## src/rtl/tmr_serial_tx.sv

```systemverilog
// Repetition-coded serial transmitter: each payload bit is sent REP times, LSB first, framed by start/stop fields.
// Optional even-parity field enabled by defining TMR_TX_PARITY_EN.
module tmr_serial_tx #(
  parameter int DATA_W   = 8,
  parameter int REP      = 3,
  parameter int BAUD_DIV = 4
) (
  input  logic              clk,
  input  logic              rst,
  input  logic              in_valid,
  output logic              in_ready,
  input  logic [DATA_W-1:0] in_data,
  output logic              tx_out,
  output logic              tx_busy,
  output logic              done
);

  localparam int DW = (BAUD_DIV > 1) ? $clog2(BAUD_DIV) : 1;
  localparam int RW = (REP > 1) ? $clog2(REP) : 1;
  localparam int BW = (DATA_W > 1) ? $clog2(DATA_W) : 1;

  localparam logic [DW-1:0] DIV_LAST = DW'(BAUD_DIV - 1);
  localparam logic [RW-1:0] REP_LAST = RW'(REP - 1);
  localparam logic [BW-1:0] BIT_LAST = BW'(DATA_W - 1);

  localparam logic [2:0] IDLE   = 3'd0;
  localparam logic [2:0] START  = 3'd1;
  localparam logic [2:0] DATA   = 3'd2;
  localparam logic [2:0] STOP   = 3'd3;
`ifdef TMR_TX_PARITY_EN
  localparam logic [2:0] PARITY = 3'd4;
`endif

  logic [2:0]        state;
  logic [DW-1:0]     div_cnt;
  logic [RW-1:0]     rep_cnt;
  logic [BW-1:0]     bit_cnt;
  logic [DATA_W-1:0] shreg;
  logic [DATA_W-1:0] shr;
  logic              chip_end;
  logic              field_end;
  logic              bit_last;
  logic              accept;
`ifdef TMR_TX_PARITY_EN
  logic              par;
`endif

  assign in_ready  = (state == IDLE) && !rst;
  assign tx_busy   = (state != IDLE);
  assign accept    = in_valid && in_ready;
  assign chip_end  = (div_cnt == DIV_LAST);
  assign field_end = chip_end && (rep_cnt == REP_LAST);
  assign bit_last  = (bit_cnt == BIT_LAST);
  assign shr       = shreg >> 1;

  // tx_out is loaded with the value of the field being entered, so the line
  // changes exactly on the chip boundary with no combinational path to the pin.
  always_ff @(posedge clk) begin
    if (rst) begin
      state   <= IDLE;
      div_cnt <= '0;
      rep_cnt <= '0;
      bit_cnt <= '0;
      tx_out  <= 1'b1;
      done    <= 1'b0;
    end else begin
      done <= 1'b0;
      if (state == IDLE) begin
        div_cnt <= '0;
        rep_cnt <= '0;
        bit_cnt <= '0;
        if (accept) begin
          state  <= START;
          tx_out <= 1'b0;
        end
      end else begin
        div_cnt <= chip_end ? '0 : div_cnt + 1'b1;
        if (chip_end) begin
          rep_cnt <= field_end ? '0 : rep_cnt + 1'b1;
        end
        if (field_end) begin
          case (state)
            START: begin
              state  <= DATA;
              tx_out <= shreg[0];
            end
            DATA: begin
              if (bit_last) begin
                bit_cnt <= '0;
`ifdef TMR_TX_PARITY_EN
                state   <= PARITY;
                tx_out  <= par;
`else
                state   <= STOP;
                tx_out  <= 1'b1;
`endif
              end else begin
                bit_cnt <= bit_cnt + 1'b1;
                tx_out  <= shr[0];
              end
            end
`ifdef TMR_TX_PARITY_EN
            PARITY: begin
              state  <= STOP;
              tx_out <= 1'b1;
            end
`endif
            default: begin
              state  <= IDLE;
              tx_out <= 1'b1;
              done   <= 1'b1;
            end
          endcase
        end
      end
    end
  end

  // Payload path carries no reset; it is only consumed after a handshake reloads it.
  always_ff @(posedge clk) begin
    if (accept) begin
      shreg <= in_data;
    end else if ((state == DATA) && field_end && !bit_last) begin
      shreg <= shr;
    end
  end

`ifdef TMR_TX_PARITY_EN
  always_ff @(posedge clk) begin
    if (accept) begin
      par <= ^in_data;
    end
  end
`endif

endmodule

```

## config.mk

```make
export PLATFORM = sky130hd
export DESIGN_NAME = tmr_serial_tx
export DESIGN_NICKNAME = d
export VERILOG_FILES = /design/src/rtl/tmr_serial_tx.sv
export SDC_FILE = /design/constraint.sdc
export NUM_CORES = 1
export LEC_CHECK = 0
export CAP_MARGIN = 20
export CORE_MARGIN = 4
export CORE_UTILIZATION = 35
export DETAILED_ROUTE_END_ITERATION = 8
export GPL_TIMING_DRIVEN = 0
export PLACE_DENSITY = 0.56
export SYNTH_ARGS = -nofsm -noshare
export SYNTH_HDL_FRONTEND = slang
export SYNTH_SLANG_ARGS = --single-unit
```

## constraint.sdc

```tcl
create_clock -name clk -period 5.37 [get_ports clk]
set_input_delay 1.074 -clock clk [delete_from_list [all_inputs] [get_ports clk]]
set_output_delay 1.074 -clock clk [all_outputs]
set_load 0.02 [all_outputs]
```

==> flow_metrics.env <==
export IMPL_number_of_levels_the_h_tree_was_split_into=1
export IMPL_post_place_cells=125
export IMPL_area_delta_synth_final_pct=22.07
export IMPL_yosys_warnings=0
export IMPL_grt_remaining_overflow=0
export IMPL_worst_setup_sp="rst"
export IMPL_core_area_mm2=0.002500
export IMPL_grt_first_pass_wirelength_mm=2.649
export IMPL_fin_tns_setup_ns=0
export IMPL_initialDrtViolationCount=5
export IMPL_vias=648
export IMPL_wl_met1_um=783
export IMPL_post_syn_nets=99
export IMPL_grt_pass1_vias=624
export IMPL_grt_setup_unrepaired="no"
export IMPL_status="complete, no violations"
export IMPL_ir_worst_vdd_mv=0.1573
export IMPL_dieArea_mm2=0.003544
export IMPL_cts_max_path_buffers=2
export IMPL_global_route_usage_total_pct=10.05
export IMPL_cts_buffers_inserted=3
export IMPL_number_of_antenna_violations_at_the_first_check_in_global_routing=0
export IMPL_clk_latency_ns=0.30
export IMPL_die_width_um=59.54
export IMPL_finalClockSkew_ns=0.007420
export IMPL_routedWlPerCell_um=12.46
export IMPL_endpoint_kind="output pin"
export IMPL_clk_transition_reported_paths_ns=0.10
export IMPL_wl_met2_um=742
export IMPL_highest_signal_layer="met4"
export IMPL_place_port_buffers=14
export IMPL_final_max_slew_viol_count=0
export IMPL_pin_count_of_the_biggest_net_entering_global_routing=12
export IMPL_finalNonFillerCells=129
export IMPL_final_layout_net_count=118
export IMPL_antenna_diode_count=0
export IMPL_timing_worst_slew_pin_value_ns=0.7675
export IMPL_worstSetupStartpointType="primary input"
export IMPL_postCtsSetupRepairBufs=0
export IMPL_hold_violations=0
export IMPL_syn_area_um2=929.6
export IMPL_cts_hold_buffers=0
export IMPL_timing_max_cap_violations=0
export IMPL_finalWorstPathRequiredPeriod_ns=3.360
export IMPL_ys_seq_elements=19
export IMPL_post_route_cells_drive_above_1_share_pct=15.15
export IMPL_timing_setup_critical_path_class="primary input to output pin"
export IMPL_leakage_uw=0.0004619
export IMPL_row_count=18
export IMPL_power_per_cell_area_mw_per_mm2=243.2
export IMPL_dpl_hpwl_mm=1.195
export IMPL_routabilityCongestion=0.7039
export IMPL_synth_seq_area_share_pct=49.53
export IMPL_regToRegStartpoint="bit_cnt[0]$_SDFFE_PP0P_"
export IMPL_post_drt_via_cell_ratio=5.023
export IMPL_root_buffer_selected_by_cts="sky130_fd_sc_hd__clkbuf_4"
export IMPL_resized_after_cts=0
export IMPL_num_io_pins=15
export IMPL_unique_masters_post_synth=29
export IMPL_drc_viols=0
export IMPL_dr_pass1_iters=3
export IMPL_cts_tree="built"
export IMPL_drt_total_wl_mm=1.607
export IMPL_cp_required_ns=4.30
export IMPL_clock_tree_sinks=19
export IMPL_initial_utilization_pct=37.19
export IMPL_worstPathMaxFanout=5
export IMPL_antenna_violating_nets_post_route=0
export IMPL_critPathArrivalTime_ns=2.29
export IMPL_hold_path_startpoint="div_cnt[0]$_SDFF_PP0_"
export IMPL_synthesis_instances=81
export IMPL_synth_largest_area_cell="sky130_fd_sc_hd__edfxtp_1"
export IMPL_chipHeight_um=59.54
export IMPL_commonest_cells_after_routing_fill_and_taps_aside="sky130_fd_sc_hd__clkdlybuf4s50_1, sky130_fd_sc_hd__dfxtp_1, sky130_fd_sc_hd__edfxtp_1"
export IMPL_min_delay_path_class="flop to flop"
export IMPL_number_of_endpoints_failing_setup_at_the_final_stage=0
export IMPL_yosysTopAreaCellShare_pct=25.84
export IMPL_timing_final_crit_share_pct=62.56
export IMPL_relative_slew_margins_pct=48.73
export IMPL_layout_commonest_cell="sky130_fd_sc_hd__clkdlybuf4s50_1"
export IMPL_max_freq_ghz=0.2977
export IMPL_detailroute_wirelength_met3_um=53
export IMPL_per_instance_average_area_after_synthesis_um2=11.48
export IMPL_synth_area_leaders="sky130_fd_sc_hd__edfxtp_1, sky130_fd_sc_hd__dfxtp_1, sky130_fd_sc_hd__ha_1"
[cell usage after synthesis]
master                      n
sky130_fd_sc_hd__mux2_2     7
sky130_fd_sc_hd__and2_1     1
sky130_fd_sc_hd__inv_1      6
sky130_fd_sc_hd__edfxtp_1   8
sky130_fd_sc_hd__o22ai_1    1
sky130_fd_sc_hd__nor3_1     2
sky130_fd_sc_hd__a21oi_1    7
sky130_fd_sc_hd__a211o_1    1
sky130_fd_sc_hd__and3b_1    1
sky130_fd_sc_hd__or3b_1     1
sky130_fd_sc_hd__nor2_1     3
sky130_fd_sc_hd__ha_1       7
sky130_fd_sc_hd__and4b_1    1
sky130_fd_sc_hd__o31ai_1    1
sky130_fd_sc_hd__a311oi_1   1
sky130_fd_sc_hd__or3_1      1
sky130_fd_sc_hd__a21oi_2    1
sky130_fd_sc_hd__nor3b_1    3
sky130_fd_sc_hd__nand4b_4   1
sky130_fd_sc_hd__nand3b_1   2
sky130_fd_sc_hd__o21bai_1   1
sky130_fd_sc_hd__nand2b_1   1
sky130_fd_sc_hd__dfxtp_1   11
sky130_fd_sc_hd__mux2i_1    1
sky130_fd_sc_hd__and4bb_2   1
sky130_fd_sc_hd__buf_2      1
sky130_fd_sc_hd__o21ai_0    2
sky130_fd_sc_hd__and4_1     1
sky130_fd_sc_hd__nand2_1    6
[critical path, stage by stage]
cell and delay (ns):
sky130_fd_sc_hd__clkdlybuf4s50_1 0.47, sky130_fd_sc_hd__nor2_1 0.13, sky130_fd_sc_hd__clkdlybuf4s50_1 0.61
[flip-flops by register name, indices dropped and copies added (netlist names)]
signal / cells
state: 2
tx_out: 1
bit_cnt: 3
div_cnt: 2
shreg: 8
rep_cnt: 2
done: 1
[kinds of logic (layout without fill, tap and decap cells)]
| group | Yosys count | in the layout | share of synthesized area, % |
|---|---|---|---|
| adders and majority gates | 7 | 7 | 9.421 |
| AOI/OAI and AO/OA | 15 | 15 | 9.961 |
| and+or+nand+nor | 25 | 25 | 18.57 |
| buffers and inverters | 7 | 25 | 2.960 |
| muxes | 8 | 8 | 9.556 |
| DFF | 19 | 19 | 49.53 |
[final timing paths]
path                            endpoint  slack (ns)  cells past startpoint
hold reg to reg    div_cnt[0]$_SDFF_PP0_        0.43                      1
setup / recovery                in_ready        2.01                      3
hold / removal     div_cnt[0]$_SDFF_PP0_        0.43                      1
setup reg to reg  shreg[7]$_SDFFCE_PN0P_        3.41                      4
[power by group]
part	switching, uW	internal, uW
clock network	44.7	27.7
logic	20.8	22.3
registers	2.61	158
total	68.1	208
[layer usage]
metal / track usage [%] / vias up
li1: - / 333
met1: 12.42 / 303
met2: 15.76 / 8
met3: 2.614 / 4
met4: 5.696 / 0
met5: 0 / -
[cell type report]
cell class / instances / area, um^2
fillers: 235 / 1365
flip-flops and latches: 19 / 460.4
multi-input cells: 55 / 441.7
repair buffers: 14 / 140.1
well taps: 30 / 37.54
clock buffers: 3 / 22.52
inverters: 6 / 22.52
clock inverters: 1 / 5.005
plain buffers: 1 / 5.005
[through the flow]
stage | total power [uW] | instance area (um^2) | setup slack (ns) | hold slack, ns | util [%]
2_1_floorplan | 188.7 | 929.6 | 2.929 | 0.4043 | -
3_3_place_gp | 206.6 | 1107 | 2.005 | 0.4118 | 44.29
3_5_place_dp | 207.1 | 1107 | 2.013 | 0.4166 | 44.29
4_1_cts | 280.3 | 1135 | 2.003 | 0.4323 | 45.40
5_1_grt | 291.4 | 1135 | 1.923 | 0.4588 | 45.40
6_report | 276.0 | 1135 | 2.010 | 0.4330 | 45.40
Power figures use the tool's default switching activity.
